==> src/rtl/fifo_wr_arbiter_4x40.sv <==
// Four-requester round-robin write arbiter feeding a downstream FIFO, with credit-based level tracking.
// Optional burst lock is enabled by defining FIFO_ARB_LOCK_EN.
module fifo_wr_arbiter_4x40 #(
  parameter int DW = 40,
  parameter int AW = 8
) (
  input  logic            clk,
  input  logic            rst,
  input  logic            clr,
  input  logic [3:0]      req,
  input  logic [4*DW-1:0] req_data,
  input  logic [3:0]      req_last,
  output logic [3:0]      gnt,
  output logic            fifo_we,
  output logic [DW-1:0]   fifo_din,
  output logic            fifo_clr,
  input  logic            fifo_re,
  output logic [AW:0]     level
);

  localparam logic [AW:0] FULL_LVL = {1'b1, {AW{1'b0}}};
  localparam logic [AW:0] ONE_LVL  = {{AW{1'b0}}, 1'b1};
  localparam logic [AW:0] ZERO_LVL = {(AW+1){1'b0}};

  // Returns {found, index}; scanning downward lets the lowest offset from p win.
  function automatic logic [2:0] rr_pick(input logic [3:0] r, input logic [1:0] p);
    logic [2:0] res;
    logic [1:0] idx;
    res = 3'b000;
    for (int k = 3; k >= 0; k--) begin
      idx = p + 2'(k);
      if (r[idx]) res = {1'b1, idx};
    end
    return res;
  endfunction

  logic [1:0]    ptr_r;
  logic [AW:0]   level_r;
  logic          fifo_we_r;
  logic [DW-1:0] fifo_din_r;
  logic          fifo_clr_r;

  logic [2:0]    pick_s;
  logic [1:0]    win_s;
  logic [3:0]    gnt_s;
  logic          accept_s;
  logic          full_s;
  logic          re_eff_s;
  logic          ptr_adv_s;
  logic [DW-1:0] win_data_s;

`ifdef FIFO_ARB_LOCK_EN
  localparam logic [0:0] ST_IDLE   = 1'b0;
  localparam logic [0:0] ST_LOCKED = 1'b1;
  logic [0:0] state_r;
  logic [1:0] owner_r;
`else
  logic unused_last_s;
  assign unused_last_s = ^req_last;
`endif

  assign pick_s   = rr_pick(req, ptr_r);
  assign full_s   = (level_r == FULL_LVL);
  assign re_eff_s = fifo_re && (level_r != ZERO_LVL);
  assign accept_s = |gnt_s;

  // Winner selection and one-hot grant; reset, clear and full all block acceptance.
  always_comb begin
    win_s = pick_s[1:0];
    gnt_s = 4'b0000;
`ifdef FIFO_ARB_LOCK_EN
    if (state_r == ST_LOCKED) begin
      win_s = owner_r;
    end else begin
      win_s = pick_s[1:0];
    end
`endif
    if (rst || clr || full_s) begin
      gnt_s = 4'b0000;
    end
`ifdef FIFO_ARB_LOCK_EN
    else if (state_r == ST_LOCKED) begin
      gnt_s = req[owner_r] ? (4'b0001 << owner_r) : 4'b0000;
    end
`endif
    else if (pick_s[2]) begin
      gnt_s = 4'b0001 << pick_s[1:0];
    end else begin
      gnt_s = 4'b0000;
    end
  end

  // Data mux for the winning requester.
  always_comb begin
    case (win_s)
      2'd0:    win_data_s = req_data[0*DW +: DW];
      2'd1:    win_data_s = req_data[1*DW +: DW];
      2'd2:    win_data_s = req_data[2*DW +: DW];
      2'd3:    win_data_s = req_data[3*DW +: DW];
      default: win_data_s = {DW{1'b0}};
    endcase
  end

`ifdef FIFO_ARB_LOCK_EN
  // Inside a burst the pointer stays put; it moves only when the burst's last word goes.
  assign ptr_adv_s = req_last[win_s];

  // Burst lock state: enter on a non-last word, leave on the owner's last word.
  always_ff @(posedge clk or posedge rst) begin
    if (rst) begin
      state_r <= ST_IDLE;
      owner_r <= 2'd0;
    end else if (clr) begin
      state_r <= ST_IDLE;
      owner_r <= 2'd0;
    end else if (accept_s) begin
      state_r <= req_last[win_s] ? ST_IDLE : ST_LOCKED;
      owner_r <= win_s;
    end else begin
      state_r <= state_r;
      owner_r <= owner_r;
    end
  end
`else
  assign ptr_adv_s = 1'b1;
`endif

  // Write pipeline, clear pipeline, credit level and round-robin pointer.
  always_ff @(posedge clk or posedge rst) begin
    if (rst) begin
      ptr_r      <= 2'd0;
      level_r    <= ZERO_LVL;
      fifo_we_r  <= 1'b0;
      fifo_din_r <= {DW{1'b0}};
      fifo_clr_r <= 1'b0;
    end else if (clr) begin
      ptr_r      <= 2'd0;
      level_r    <= ZERO_LVL;
      fifo_we_r  <= 1'b0;
      fifo_din_r <= {DW{1'b0}};
      fifo_clr_r <= 1'b1;
    end else begin
      fifo_we_r  <= accept_s;
      fifo_clr_r <= 1'b0;
      if (accept_s) begin
        fifo_din_r <= win_data_s;
      end
      if (accept_s && ptr_adv_s) begin
        ptr_r <= win_s + 2'd1;
      end
      case ({accept_s, re_eff_s})
        2'b10:   level_r <= level_r + ONE_LVL;
        2'b01:   level_r <= level_r - ONE_LVL;
        default: level_r <= level_r;
      endcase
    end
  end

  assign gnt      = gnt_s;
  assign fifo_we  = fifo_we_r;
  assign fifo_din = fifo_din_r;
  assign fifo_clr = fifo_clr_r;
  assign level    = level_r;

endmodule

==> config.mk <==
export PLATFORM = sky130hd
export DESIGN_NAME = fifo_wr_arbiter_4x40
export DESIGN_NICKNAME = d
export VERILOG_FILES = /design/src/rtl/fifo_wr_arbiter_4x40.sv
export SDC_FILE = /design/constraint.sdc
export NUM_CORES = 1
export LEC_CHECK = 0
export CAP_MARGIN = 15
export CELL_PAD_IN_SITES_DETAIL_PLACEMENT = 1
export CELL_PAD_IN_SITES_GLOBAL_PLACEMENT = 1
export CORE_MARGIN = 2
export CORE_UTILIZATION = 26
export DETAILED_ROUTE_END_ITERATION = 6
export PLACE_DENSITY = 0.86
export SLEW_MARGIN = 10
export SYNTH_ARGS = -nofsm -noshare
export SYNTH_HDL_FRONTEND = slang
export SYNTH_SLANG_ARGS = --single-unit
==> constraint.sdc <==
create_clock -name clk -period 4.8 [get_ports clk]
set_clock_uncertainty 0.1 [all_clocks]
set_input_delay 0.48 -clock clk [delete_from_list [all_inputs] [get_ports clk]]
set_output_delay 0.48 -clock clk [all_outputs]
set_load 0.005 [all_outputs]
======== After elaboration in Yosys (flattened, before gate mapping) ========
Cells that the tools add are included.
word-level totals
  register bits ........................... 53
  input bits .............................. 172
  output and inout bits ................... 55
operators by class
  $add $sub $neg .......................... 6
  magnitude comparators ................... 4
  equal/unequal tests ..................... 6
  shifts and indexed selects .............. 1
  multiplexer cells ....................... 23
  reductions and logical operators ........ 8
operator list
  operator               count
  $pmux W40 S4           1
  $mux W40               2
  $pmux W9 S2            1
  $lt A2 B3 Y1 const B   4
  $mux W3                4
  $add A9 B1 Y9 const B  1
  $eq A9 B9 Y1 const B   1
  $mux W9                1
  $reduce_bool A9 Y1     1
  $sub A9 B1 Y9 const B  1
  $bmux W1 S2            4
  $mux W4                2
  $eq A2 B2 Y1 const B   3
  $mux W1                6
  $add A2 B1 Y2 const B  2
  $add A2 B2 Y2 const B  2
  $eq A2 B1 Y1 const B   2
  $mux W2                2
  $reduce_or A4 Y1       1
  $shl A1 B2 Y4 const A  1
  $reduce_bool A3 Y1     1
  $logic_not A2 Y1       1
  $logic_or A1 B1 Y1     2
  $reduce_bool A2 Y1     1
  $logic_and A1 B1 Y1    1

======== Longest topological paths before layout ========
  depth in word-level cells ............... 14
  mapped depth ............................ 12
  gate-level depth less buffers ........... 11

======== Worst setup path before layout ========
No wires, ideal clock.
  path kind ............................... reg2reg
  start ................................... register level_r[0], in the netlist level[0]
  end ..................................... register level_r[8], in the netlist level[8]
  setup time .............................. 0.101 ns
  arrival ................................. 3.700 ns
  required time ........................... 4.599 ns
  path slack .............................. 0.899 ns
  stages on the path, launching flop included .. 13
  path through ............................ dfrtp_1 or4_4 or2_0 buf_2 a21boi_2 a21boi_0 ha_1 a21oi_1 nor2b_1 a311o_1 a31oi_1 nor3_1 nor4_1
on the way
  cells in the longest elaborated chain, start to end .. 7
  elaborated cells on any way between the ends .. 13
RTL lines
  item                                          line  source
  start, declared                               38    logic [AW:0] level_r;
  start signal, assigned                        152   2'b10: level_r <= level_r + ONE_LVL;
  start signal, assigned                        153   2'b01: level_r <= level_r - ONE_LVL;
  start signal, assigned                        154   default: level_r <= level_r;
  $eq A9 B9 Y1                                  63    assign full_s = (level_r == FULL_LVL);
  $logic_or A1 B1 Y1                            78    if (rst || clr || full_s) begin
  $mux W4                                       78
  $reduce_or A4 Y1                              65    assign accept_s = |gnt_s;
  $eq A2 B1 Y1 or $eq A2 B2 Y1 (tied branches)  151   case ({accept_s, re_eff_s})
  $pmux W9 S2                                   151
  $mux W9                                       136   end else if (clr) begin
Several ways; a longest one is shown, not always the timed one.
A chain may end at the register's enable or synchronous reset.

======== Worst setup path after layout ========
  start ................................... input req[3]
  end ..................................... register level_r[8], in the netlist level[8]
on the way
  cells in the longest elaborated chain, start to end .. 13
  elaborated cells on any way between the ends .. 21
RTL lines
  item                                          line  source
  start, declared                               10    input logic [3:0] req,
  $bmux W1 S2                                   32    if (r[idx]) res = {1'b1, idx};
  $mux W1 (not written as such)                 32
  $mux W3 (3 in a row)                          32
  $mux W3 (*)                                   32
  $shl A1 B2 Y4                                 87    gnt_s = 4'b0001 << pick_s[1:0];
  $mux W4 (*)                                   86    else if (pick_s[2]) begin
  $mux W4 (*)                                   78
  $reduce_or A4 Y1 (*)                          65
  $eq A2 B1 Y1 or $eq A2 B2 Y1 (tied branches)  151
  $pmux W9 S2                                   151
  $mux W9                                       136
Every way passes the cells marked *; elsewhere a longest branch is shown, timed or not. The select of a mux whose other input is x is not followed.

==> impl_results.md <==
- Max-slew headroom: 57.9%
- CTS Hold Bufs: 0
- Synth Area per Inst: 8.35 sq um
- WL per Instance: 18.6 um
- DP Worst Slack: 0.489 ns
- Hold Fails Final Rpt: 0
- HPWL after DPL: 11100 um
- Mux share of post-synthesis cell area: 1.94%
- Clk slew on worst S/H paths: 0.07 ns
- Global route overflow: 0
- Die area: 14900 sq um
- Critical Path RT: 4.88 ns
- Core Box Area: 13700 sq um
- CTS tree: done
- Worst Tran Pin Value: 0.631 ns
- Post-CTS setup buffers: 0
- Hold Path Stages: 2
- CTS Sinks: 53
- Metal3 WL: 946 um
- Routed via count: 4223
- Met2 WL: 7960 um
- M1 WL: 5900 um
- Root Buffer: clkbuf_16
- Die Width: 122 um
- Nets@finish: 816
- Hold path endpoint: fifo_din[37]
- Routed Antenna Nets: 0
- Total of max-cap violations: 0
- Cell Area, Synth: 3620 sq um
- Pre-Repair DR Iteration Count: 4
- I/O pin count: 227
- Crit-path max FO: 8
- Finished Cell Area: 6180 sq um
- Setup slack, reg-to-reg: 0.87 ns
- Syn Nets: 613
- Die Ht: 122 um
- Initial DRC count: 165
- CTS Buf Count: 5
- Setup slack after layout: 0.747 ns
- Non-Filler Instances: 817
- Worst r2r path cells: 12
- Area after DPL: 6040 sq um
- Asr flop ratio synth: 100%
- Post-Synth Adder-Cell Area: 2.98%
- Critical path's slowest cell: or4_1
- Vias in the first global route: 4590
- Htree depth: 2
- Gpl congestion: 0.849
- Seq/Total Area, Yosys: 36.7%
- Startpoint Class: primary input
- Area grow syn2layout: 70.9%
- Placed Instances: 809
- Largest net degree at the start of global routing: 54
- Xor and xnor fraction of the mapped netlist area: 1.45%
- Power density cells: 372 nW/um^2
- Critical path arrival: 4.13 ns
- RSZ-0062 raised after global routing: no
- Starting Density: 26.4%
- Synth Area in Compound Gates: 22.4%
- Top Layer Used: met4
- Maximum vdd drop: 189 uV
- Worst r2r dst: level[8]
- Setup Viol. Count Final: 0
- Final WL: 15200 um
- Post-synthesis cell count: 433
- Share of cells above drive strength 1: 4.40%
- Simple-gate share of the synthesized area: 30.1%
- CP Capture Type: flop
- Residual DRC: 0
- Synth warnings: 0
- Final-report max-slew violation count: 0
- Cell taking the most area after synthesis: dfrtp_1
- #FFs+latches synth: 53
- Leakage: 2.62 nW
- Ant. Diodes: 0
- Fin crit share: 84.4%
- Synth top area cells: dfrtp_1 37%, nand2_1 8.7%, nand3b_1 8.7%
- FMAX: 247 MHz
- Min-delay src: fifo_din[37]
- CP peak stage delay: 0.66 ns
- Ys flop type: dfrtp_1
- Largest family of logic cells by synthesized area: simple AND/OR/NAND/NOR gates
- Initial antenna violation count: 0
- First-pass GRT wire length: 23600 um
- Critical path class: in2reg
- PostCTS Resize Cnt: 0
- Clk Latency, worst-skew pair: 0.29 ns
- Clock tree buffer depth: 2
- Vias per inst: 5.17
- Yosys cell types: 40
- Min cycle time layout: 4.05 ns
- RR Startpoint: level[4]
- Site Rows: 43
- GRT Util Overall: 20.1%
- Post-synth EDFFs: 0
- Sum of negative setup slack: 0 ns
- Post-synth top area share: 36.7%
- Critical-path cell list: clkdlybuf4s50_1 > or4_1 > and2_1 > a21boi_2 > a21boi_0 > buf_4 > ha_1 > a21oi_1 > nor2b_1 > a311o_1 > a31oi_1 > nor3_1 > nor4_1
- Worst hold path class: reg2reg
- Outcome: complete, no violations
- Fillers: 1619
- Buffers on Ports: 222
==> per-layer routing <==
metal / GRT usage, % / vias up
li1: - / 1995
met1: 21.9 / 2037
met2: 38.2 / 161
met3: 4.31 / 30
met4: 6.61 / 0
met5: 0 / -
==> area by class of cell <==
class	instances	area (sq um)	share of cell area [%]
Sequential cell	53	1330	21.5
Timing Repair Buffer	233	2300	37.3
Inverter	4	15.0	0.243
Clock buffer	7	133	2.15
Clock inverter	1	7.51	0.122
Multi-Input combinational cell	339	2170	35.1
Tap cell	180	225	3.65
==> cells in the mapped netlist, types with 2 or more instances <==
| library cell | count |
|---|---|
| nand2_1 | 84 |
| o31ai_1 | 41 |
| clkbuf_1 | 31 |
| buf_2 | 6 |
| a21boi_0 | 3 |
| nand3b_1 | 42 |
| a31oi_1 | 2 |
| nor2b_1 | 4 |
| dfrtp_1 | 53 |
| inv_1 | 3 |
| nor3_1 | 2 |
| ha_1 | 7 |
| o22ai_1 | 41 |
| a21oi_1 | 8 |
| mux2i_1 | 7 |
| xnor2_1 | 3 |
| and3_1 | 42 |
| nor2_1 | 19 |
| o22a_1 | 2 |
| o21ai_0 | 3 |
| a21o_1 | 4 |
| xor2_1 | 3 |
| or4_1 | 3 |
| nand2b_1 | 4 |
==> kinds of logic (layout without fill, tap and decap cells) <==
group	count (synthesis)	count (layout)
mux	7	7
fa+ha+maj	8	8
compound gates	112	112
flops	53	53
xor+xnor	6	6
simple gates	206	206
buf+inv	41	245
==> critical path: cells and delay by family <==
family	cells	cell delay [ns]
and+or+nand+nor	5	1.38
buffers and inverters	2	0.72
AOI/OAI and AO/OA	5	1.29
adders and majority gates	1	0.28
==> power breakdown <==
part           total, mW  leakage, nW  internal, mW  switching, mW
Clock              0.360       0.0641         0.194          0.165
Combinational       1.29         1.85         0.648          0.644
Sequential         0.643        0.699         0.553         0.0900
==> state kept, by name, summed over array words and instances (netlist names) <==
register	flops
fifo_clr	1
fifo_din	40
level	9
ptr_r	2
fifo_we	1
==> cell usage in the layout, fill, tap and decap left out, drive strengths merged, types with 7 or more instances in the layout <==
cell           netlist  layout
buf                  6      11
and3                42      42
dfrtp               53      53
nor2                19      19
clkbuf              31       7
ha                   7       7
clkdlybuf4s50        0     222
nand3b              42      42
mux2i                7       7
a21oi                8       8
o22ai               41      41
nand2               84      84
o31ai               41      41
==> how the worst max path moves through the flow <==
stage	start	endpoint	slack (ns)	depth (start not counted)
final	req[3]	level[8]	0.75	13
after global routing	req[3]	level[8]	0.45	13
after CTS	req[3]	level[8]	0.74	13
after detailed placement	req[3]	level[8]	0.49	13
after global placement	req[3]	level[8]	0.61	13
after floorplan	level[0]	level[8]	0.90	12
==> per-stage QoR <==
step                      hold slack (ns)  power, mW  util (%)
after floorplan                     0.402       1.34         -
after global placement              0.395       1.87      44.0
after detailed placement            0.402       1.95      44.0
after CTS                           0.423       2.33      45.0
after global routing                0.446       2.46      45.0
final                               0.420       2.30      45.0
(Power assumes the default switching activity.)
